[src/rtl/conv1d_pkg.sv]
`default_nettype none
// ---- conv1d_pkg: accumulator sizing, coefficient typedef, shift/saturate helper -- Rev 1.0 ----
package conv1d_pkg;

  localparam int SAT_W      = 64;
  localparam int DEF_TAPS   = 3;
  localparam int DEF_COEF_W = 8;

  typedef logic signed [DEF_COEF_W-1:0] coef_arr_t [DEF_TAPS];

  typedef struct packed {
    logic                    sat;
    logic signed [SAT_W-1:0] val;
  } sat_res_t;

  function automatic int acc_width(input int data_w, input int coef_w, input int taps);
    return data_w + coef_w + 1 + $clog2(taps);
  endfunction

  // Floor shift, then clamp into an out_w-bit signed range; sat flags any clamp.
  function automatic sat_res_t sat_shift(input logic signed [SAT_W-1:0] acc,
                                         input int shift, input int out_w);
    logic signed [SAT_W-1:0] sh;
    logic signed [SAT_W-1:0] hi;
    logic signed [SAT_W-1:0] lo;
    sat_res_t                res;
    sh = acc >>> shift;
    hi = (64'sd1 <<< (out_w - 1)) - 64'sd1;
    lo = -hi - 64'sd1;
    res.sat = 1'b0;
    res.val = sh;
    if (sh > hi) begin
      res.sat = 1'b1;
      res.val = hi;
    end else if (sh < lo) begin
      res.sat = 1'b1;
      res.val = lo;
    end
    return res;
  endfunction

endpackage
`default_nettype wire

[src/rtl/conv1d_coef_bank.sv]
`default_nettype none
// ---- conv1d_coef_bank: TAPS x COEF_W coefficient registers, flat parallel read -- Rev 1.0 ----
module conv1d_coef_bank #(
  parameter int COEF_W = 8,
  parameter int TAPS   = 3
) (
  input  logic                     clk,
  input  logic                     reset,
  input  logic                     wr_en,
  input  logic [$clog2(TAPS)-1:0]  wr_addr,
  input  logic [COEF_W-1:0]        wr_data,
  output logic [TAPS*COEF_W-1:0]   coef_flat
);

  logic [COEF_W-1:0] r_coef [TAPS];

  // Addresses at or beyond TAPS match no entry and are dropped.
  always_ff @(posedge clk or posedge reset) begin
    if (reset) begin
      r_coef <= '{default: '0};
    end else if (wr_en) begin
      for (int i = 0; i < TAPS; i++) begin
        if (32'(wr_addr) == i) r_coef[i] <= wr_data;
      end
    end
  end

  for (genvar i = 0; i < TAPS; i++) begin : g_flat
    assign coef_flat[i*COEF_W +: COEF_W] = r_coef[i];
  end

endmodule
`default_nettype wire

[src/rtl/conv1d_ntap_stream.sv]
`default_nettype none
// ---- conv1d_ntap_stream: streaming N-tap FIR, window -> product -> result pipeline -- Rev 1.0 ----
module conv1d_ntap_stream
  import conv1d_pkg::*;
#(
  parameter int DATA_W    = 8,
  parameter int COEF_W    = 8,
  parameter int TAPS      = 3,
  parameter int OUT_W     = 16,
  parameter int OUT_SHIFT = 0
) (
  input  logic                    clk,
  input  logic                    reset,
  input  logic                    coef_wr_en,
  input  logic [$clog2(TAPS)-1:0] coef_wr_addr,
  input  logic [COEF_W-1:0]       coef_wr_data,
  input  logic                    in_valid,
  output logic                    in_ready,
  input  logic [DATA_W-1:0]       in_data,
  input  logic                    in_frame_start,
  output logic                    out_valid,
  input  logic                    out_ready,
  output logic signed [OUT_W-1:0] out_data,
  output logic                    out_sat
);

  localparam int ACC_W  = acc_width(DATA_W, COEF_W, TAPS);
  localparam int PROD_W = DATA_W + COEF_W + 1;
  localparam int FILL_W = $clog2(TAPS + 1);
  localparam logic [FILL_W-1:0] C_FILL_FULL = FILL_W'(TAPS);

  logic                     w_adv;
  logic                     w_accept;
  logic [TAPS*COEF_W-1:0]   w_coef_flat;
  logic signed [COEF_W-1:0] w_coef [TAPS];
  logic [FILL_W-1:0]        w_fill_next;
  logic signed [ACC_W-1:0]  w_acc;
  sat_res_t                 w_sat;

  logic [DATA_W-1:0]        r_win [TAPS];
  logic [FILL_W-1:0]        r_fill;
  logic                     r_win_valid;
  logic signed [PROD_W-1:0] r_prod [TAPS];
  logic                     r_prod_valid;

  // A single advance enable stalls every stage together, so nothing is lost or duplicated.
  assign w_adv    = ~out_valid | out_ready;
  assign in_ready = w_adv & ~reset;
  assign w_accept = in_valid & in_ready;

  conv1d_coef_bank #(
    .COEF_W (COEF_W),
    .TAPS   (TAPS)
  ) u_coef_bank (
    .clk       (clk),
    .reset     (reset),
    .wr_en     (coef_wr_en),
    .wr_addr   (coef_wr_addr),
    .wr_data   (coef_wr_data),
    .coef_flat (w_coef_flat)
  );

  for (genvar k = 0; k < TAPS; k++) begin : g_coef
    assign w_coef[k] = $signed(w_coef_flat[k*COEF_W +: COEF_W]);
  end

  always_comb begin
    w_fill_next = r_fill;
    if (in_frame_start)              w_fill_next = FILL_W'(1);
    else if (r_fill != C_FILL_FULL)  w_fill_next = r_fill + FILL_W'(1);
  end

  always_ff @(posedge clk or posedge reset) begin
    if (reset) begin
      r_win       <= '{default: '0};
      r_fill      <= '0;
      r_win_valid <= 1'b0;
    end else if (w_adv) begin
      r_win_valid <= w_accept && (w_fill_next == C_FILL_FULL);
      if (w_accept) begin
        r_fill   <= w_fill_next;
        r_win[0] <= in_data;
        for (int k = 1; k < TAPS; k++) begin
          r_win[k] <= in_frame_start ? '0 : r_win[k-1];
        end
      end
    end
  end

  always_ff @(posedge clk or posedge reset) begin
    if (reset) begin
      r_prod       <= '{default: '0};
      r_prod_valid <= 1'b0;
    end else if (w_adv) begin
      r_prod_valid <= r_win_valid;
      for (int k = 0; k < TAPS; k++) begin
        r_prod[k] <= $signed({1'b0, r_win[k]}) * w_coef[k];
      end
    end
  end

  always_comb begin
    w_acc = '0;
    for (int k = 0; k < TAPS; k++) begin
      w_acc = w_acc + ACC_W'(r_prod[k]);
    end
  end

  assign w_sat = sat_shift(SAT_W'(w_acc), OUT_SHIFT, OUT_W);

  always_ff @(posedge clk or posedge reset) begin
    if (reset) begin
      out_valid <= 1'b0;
      out_data  <= '0;
      out_sat   <= 1'b0;
    end else if (w_adv) begin
      out_valid <= r_prod_valid;
      out_data  <= OUT_W'(w_sat.val);
      out_sat   <= w_sat.sat;
    end
  end

endmodule
`default_nettype wire
[config.mk]
export PLATFORM = sky130hd
export DESIGN_NAME = conv1d_ntap_stream
export DESIGN_NICKNAME = d
export VERILOG_FILES = /design/src/rtl/conv1d_pkg.sv /design/src/rtl/conv1d_coef_bank.sv /design/src/rtl/conv1d_ntap_stream.sv
export SDC_FILE = /design/constraint.sdc
export NUM_CORES = 1
export LEC_CHECK = 0
export ABC_CLOCK_PERIOD_IN_PS = 6300
export CAP_MARGIN = 15
export CORE_MARGIN = 1.5
export CORE_UTILIZATION = 55
export CTS_CLUSTER_SIZE = 28
export DETAILED_ROUTE_END_ITERATION = 16
export PLACE_DENSITY_LB_ADDON = 0.08
export RECOVER_POWER = 100
export REMOVE_ABC_BUFFERS = 1
export SYNTH_ARGS = -nofsm -noshare
export SYNTH_HDL_FRONTEND = slang
export SYNTH_SLANG_ARGS = --single-unit
[constraint.sdc]
create_clock -name clk -period 6.3 [get_ports clk]
set_clock_uncertainty 0.05 [all_clocks]
set_input_delay 1.26 -clock clk [delete_from_list [all_inputs] [get_ports clk]]
set_output_delay 1.26 -clock clk [all_outputs]
set_load 0.02 [all_outputs]
==> results of run 1 <==
[per-stage QoR]
step	setup WS [ns]	hold WS [ns]	total power [W]	util, %	area [um^2]
floorplan	1.28	0.380	0.00541	-	12200
global placement	1.51	0.394	0.00661	59.4	13000
global route	1.07	0.458	0.00850	61.9	13600
detailed placement	1.44	0.403	0.00668	59.4	13000
CTS	1.43	0.416	0.00773	62.1	13600
finish	1.43	0.417	0.00763	61.9	13600
[worst max path at each step]
stage | start | endpoint
after global routing | r_win[21] | r_prod[50]
final | u_coef_bank.coef_flat[2] | r_prod[50]
after CTS | r_win[20] | r_prod[50]
after global placement | r_win[21] | r_prod[50]
after floorplan | reset | r_fill[1]
after detailed placement | r_win[20] | r_prod[50]
[cell type report]
cell class                 instances  share of cell area [%]
clock buffer                      18                    3.16
clock inverter                    14                    1.19
inverter                         201                    5.57
multi-input combinational        989                    62.0
sequential                       121                    22.3
tap                              280                    2.58
timing repair buffer              46                    3.24
[layer usage]
metal	GRT usage [%]	routed length (um)	vias up
li1	-	-	4437
met3	4.00	1080	29
met1	35.3	13000	4407
met5	0	0	-
met4	7.10	646	0
met2	40.9	12900	200
[power groups by stage]
stage               Clock [W]  Sequential, W  Combinational [W]
floorplan                   0        0.00136            0.00405
global placement            0        0.00141            0.00520
detailed placement          0        0.00142            0.00526
CTS                   0.00101        0.00141            0.00531
global route          0.00104        0.00144            0.00601
finish               0.000996        0.00140            0.00523
[cells in the final DEF (no fill, tap or decap), types with 6 or more instances in the layout]
| master | instances |
|---|---|
| nand2_1 | 208 |
| nor3_1 | 11 |
| a21o_1 | 17 |
| nand3b_1 | 18 |
| dlygate4sd3_1 | 22 |
| a21oi_1 | 69 |
| mux2_2 | 22 |
| nand2b_1 | 25 |
| and2_1 | 90 |
| o21ai_0 | 48 |
| clkdlybuf4s50_1 | 20 |
| fa_1 | 129 |
| xnor2_1 | 19 |
| xor2_1 | 23 |
| and3_1 | 6 |
| dfrtp_1 | 121 |
| or3_1 | 11 |
| nor2_1 | 53 |
| inv_1 | 200 |
| clkbuf_16 | 17 |
| inv_6 | 6 |
| o211ai_1 | 10 |
| nand3_1 | 18 |
| and2_0 | 6 |
| ha_1 | 146 |
[cells by family (layout without fill, tap and decap cells)]
group                      after synthesis  in the layout  share of synthesized area, %
AOI/OAI and AO/OA                      188            188                          9.46
xor gates and xnor gates                42             42                          2.96
adders and majority gates              275            275                          35.5
buffers and inverters                  249            279                          7.60
DFF                                    121            121                          24.4
muxes                                   24             24                          2.17
and+or+nand+nor                        460            460                          17.9
[critical path: cells and delay by family (launching register included)]
| family | cells | cell delay, ns |
|---|---|---|
| AND/OR/NAND/NOR | 4 | 0.92 |
| AO/OA/AOI/OAI | 4 | 0.77 |
| buffers and inverters | 4 | 0.20 |
| flip-flops | 1 | 0.46 |
| adder cells (fa/ha/maj) | 5 | 2.39 |
[sequential cells by signal, indices dropped and copies added, names as in the netlist]
signal	flops
r_win	24
r_prod	51
r_fill	2
out_sat	1
out_valid	1
out_data	16
u_coef_bank.coef_flat	24
r_win_valid	1
r_prod_valid	1
==> flow_summary.toml, run 1 <==
[setup_path]
crit_fanout = 9
critPathMaxStageDelay_ns = 0.54
cp_data_arrival_time_ns = 5.17
cp-end-kind = "register"
crit-reg2reg-launch = "u_coef_bank.coef_flat[2]"
critPathSlowestCell = "fa_1"
startpoint_type = "register"
crit_chain = "and2_0, fa_1, inv_1, fa_1, inv_1, fa_1, inv_1, fa_1, inv_1, ha_1, o21ai_0, a21boi_0, o211ai_1, a21oi_1, nor3_1, or4_1, nand3_1"
required_ns = 6.60
crit_type = "register to register"
rr_worst_depth = 17
reg2reg_slack_ns = 1.43
rr_endpoint = "r_prod[50]"

[global_route]
grt_util_all_layers_pct = 25.3
first_global_vias = 9206
overflow = 0
grt_antenna_before_repair = 0
grt_max_degree = 78
grt_pass1_wl_mm = 46.7

[die]
dieArea_mm2 = 0.0235
coreArea_mm2 = 0.0220
start_util_pct = 56.5
rows = 54
fp.dieH_um = 153
io_pins = 43
die-width_um = 153

[detailed_routing]
drc = 5
via_count = 9073
first_iter_violations = 532
wl_mm = 27.6
dr.pass1.iters = 11
antenna_left = 0
post_drt_wl_per_cell_um = 16.6
viasPerCell = 5.44

[cts]
cts_made_buffers = 17
cts_hold_buf = 0
cts-root-buf = "clkbuf_16"
cts.sinks = 121
cts_resized = 0
post_cts_buffers = 0
cts_tree = "built"
insertion_delay_ns = 0.43
clkTransAtPathRegs_ns = 0.06
h-tree-depth = 4
cts_buffer_depth = 2

[synthesis]
ys_async_sr_fraction_pct = 100
yosysWarnings = 0
yosysTopAreaCell = "dfrtp_1"
synth_top_area_share_pct = 24.4
synth_cells = 1359
syn_area_per_cell_um2 = 9.13
synth_most_common_cell = "nand2_1"
synth-seq-cells = 121
ys_seq_area_share_pct = 24.4
synth_edf_count = 0
synth.cell_area_mm2 = 0.0124
ys.flop_type = "dfrtp_1"
synth_common_cells = "nand2_1, inv_1, ha_1, fa_1, dfrtp_1"
synthTopCellsByArea = "dfrtp_1, fa_1, ha_1"
ys_types = 55

[run_status]
violations = "DRC, capacitance limit, slew limit"
status = "finished with violations"

[power]
p_clk_share_pct = 13.1
combPwrFrac_pct = 68.5
internal_power_w = 0.00392
power_density_mw_per_mm2 = 561
seqPwrFrac_pct = 18.4
p_switching_w = 0.00371
swShare_pct = 48.6
leakage_nw = 6.90
ir_drop_v = 0.000450

[final_layout]
diodes = 0
areaGrowthSynthToFinish_pct = 9.54
drive_above_1_share_pct = 4.54
register_area_mm2 = 0.00303
fillers = 1876
nNetsFinal = 1675
multiInputGateArea_mm2 = 0.00843
final_cells = 1669

[timing]
slew_headroom_pct = -51.3
max_freq_ghz = 0.205
tns_ns = 0
setup_viol = 0
rsz0062_at_grt = "no"
hold_violations = 0
post-route-period-util_pct = 77.3
max_slew.worst_pin.slew_ns = 2.27
final_max_slew_viol_count = 115
period_minus_slack_ns = 4.87

[placement]
numPortBuffers = 42
dp_cells = 1637
hpwl_mm = 21.8
finalWeightedCongestion = 0.850

[job]
max_cap_viol_count = 2

[hold_path]
hold_path_end = "r_prod_valid"
hold_start = "r_prod_valid"
hold-path-cell-count = 2
hp-class = "register to register"
(Power assumes the default switching activity.)
==> run 2: changes to the inputs <==
--- a/config.mk
+++ b/config.mk
@@ -5,7 +5,7 @@
 export SDC_FILE = /design/constraint.sdc
 export NUM_CORES = 1
 export LEC_CHECK = 0
-export ABC_CLOCK_PERIOD_IN_PS = 6300
+export ABC_CLOCK_PERIOD_IN_PS = 4550
 export CAP_MARGIN = 15
 export CORE_MARGIN = 1.5
 export CORE_UTILIZATION = 55
==> constraint.sdc (replaced) <==
create_clock -name clk -period 4.55 [get_ports clk]
set_clock_uncertainty 0.05 [all_clocks]
set_input_delay 0.91 -clock clk [delete_from_list [all_inputs] [get_ports clk]]
set_output_delay 0.91 -clock clk [all_outputs]
set_load 0.02 [all_outputs]
==> run 2 against run 1 <==
The run ends with DRC left. Via count increased by 5.0%. Clock-buffer cell count decreased by 1. First-iteration DRC count decreased by 26%. Final area increased by 7.2%. Highest routed layer unchanged. Critical path type unchanged.
==> flow_summary.toml, run 2 (synthesized netlist as in run 1, its figures left out) <==
[run_status]
violations = "DRC"
status = "finished with violations"

[detailed_routing]
first_iter_violations = 396
wl_mm = 28.8
dr.pass1.iters = 11
post_drt_wl_per_cell_um = 16.4
viasPerCell = 5.43
antenna_left = 0
via_count = 9530
drc = 5

[global_route]
grt_antenna_before_repair = 0
grt_max_degree = 56
overflow = 0
grt_pass1_wl_mm = 46.9
grt_util_all_layers_pct = 25.4
first_global_vias = 9543

[hold_path]
hold_start = "r_prod_valid"
hold-path-cell-count = 1
hold_path_end = "out_valid"
hp-class = "register to register"

[cts]
h-tree-depth = 4
cts-root-buf = "clkbuf_16"
cts_buffer_depth = 2
clkTransAtPathRegs_ns = 0.06
cts.sinks = 121
cts_tree = "built"
insertion_delay_ns = 0.43
cts_hold_buf = 0
cts_made_buffers = 17

[final_layout]
final_cell_mix = "nand2_1, inv_1, ha_1"
largest_reg_flops = 51
diodes = 0
areaGrowthSynthToFinish_pct = 17.4
final_cell_area_mm2 = 0.0146
drive_above_1_share_pct = 15.6
nNetsFinal = 1762
fin_util_pct = 66.3
largest_register = "r_prod"
layout_commonest_cell = "nand2_1"

[power]
combPwrFrac_pct = 70.2
internal_power_w = 0.00596
leakage_nw = 7.35
power_density_mw_per_mm2 = 774
p_clk_share_pct = 13.3
swShare_pct = 47.2
ir_drop_v = 0.000598
total_power_w = 0.0113
seqPwrFrac_pct = 16.6
p_switching_w = 0.00532

[timing]
final_max_slew_viol_count = 0
whs_ns = 0.419
period_minus_slack_ns = 4.41
max_slew.worst_pin.slew_ns = 1.41
tns_ns = 0
setup_viol = 0
max_freq_ghz = 0.227
hold_violations = 0
post-route-period-util_pct = 96.9
slew_headroom_pct = 5.63

[setup_path]
crit-reg2reg-launch = "u_coef_bank.coef_flat[10]"
crit_type = "register to register"
reg2reg_slack_ns = 0.14
rr_worst_depth = 16
cp_data_arrival_time_ns = 4.63
crit_fanout = 7
startpoint_type = "register"
rr_endpoint = "r_prod[31]"
required_ns = 4.77
cp-end-kind = "register"

[die]
coreArea_mm2 = 0.0220
fp.dieH_um = 153
start_util_pct = 56.5
rows = 54
io_pins = 43
die-width_um = 153
dieArea_mm2 = 0.0235

[placement]
finalWeightedCongestion = 0.884
numPortBuffers = 42
hpwl_mm = 22.9
placed_cell_area_mm2 = 0.0136

[job]
max_cap_viol_count = 0
-- run 2: cell types whose count changed in the layout (fill, tap and decap cells not counted), moves of 6 or more --
cell / delta
buf_4: +83
dfrtp_1: -23
dfrtp_2: +23
and2_4: +10
a21oi_1: -8
a21oi_2: +8
ha_1: -7
inv_1: -7
inv_2: +7
o21ai_0: -7
and2_0: -6
ha_4: +6
-- run 2: worst max path at each step --
stage	startpoint	end	slack [ns]
finish	u_coef_bank.coef_flat[10]	r_prod[31]	0.14
global route	r_win[2]	r_prod[16]	-0.01
CTS	u_coef_bank.coef_flat[23]	r_prod[14]	-0.02
detailed placement	r_win[2]	r_prod[16]	-0.1
global placement	u_coef_bank.coef_flat[2]	r_prod[50]	-0.05
floorplan	reset	r_fill[1]	-0.12
-- run 2: area by class of cell --
cell class	count	area, um^2
inverter	201	756
fill	1821	7390
timing repair buffer	133	1100
clock buffer	17	425
tap	280	350
sequential	121	3060
multi-input combinational	989	8670
clock inverter	15	215
-- run 2: critical path: stages (launching register included) --
cell and delay, ns:
dfrtp_2 0.48, and2_4 0.17, fa_1 0.41, inv_1 0.09, fa_1 0.43, fa_1 0.46
fa_1 0.48, inv_1 0.04, ha_1 0.30, nor2b_2 0.17, o21ai_2 0.15, a21oi_2 0.08
o211ai_1 0.27, a21oi_2 0.12, nor3_1 0.22, xor2_1 0.21, a21oi_1 0.10
-- run 2: timing repair --
item	4_1_cts	5_1_grt
setup endpoints to repair	7	26
setup buffers	0	16
gates resized for setup	14	75
gates cloned	0	0
pin swaps	4	45
-- run 2: power groups by stage --
stage / registers [W] / logic (W) / clock network (W)
after floorplan: 0.00188 / 0.00560 / 0
final: 0.00187 / 0.00791 / 0.00149
after detailed placement: 0.00188 / 0.00760 / 0
after global placement: 0.00187 / 0.00746 / 0
after CTS: 0.00187 / 0.00770 / 0.00151
after global routing: 0.00193 / 0.00895 / 0.00156
-- run 2: layer usage --
| layer | vias to the layer above | part of all wire [%] | track usage [%] |
|---|---|---|---|
| met3 | 28 | 4.4 | 5.05 |
| met5 | - | 0 | 1.45 |
| met2 | 199 | 48 | 41.7 |
| met4 | 0 | 1.7 | 6.21 |
| li1 | 4594 | - | - |
| met1 | 4709 | 46 | 34.5 |
-- run 2: stage by stage --
step | instances | worst slack, ns
finish | 1756 | 0.142
global route | 1756 | -0.0123
CTS | 1740 | -0.0242
detailed placement | 1708 | -0.0972
global placement | 1708 | -0.0503
floorplan | 1311 | -0.120
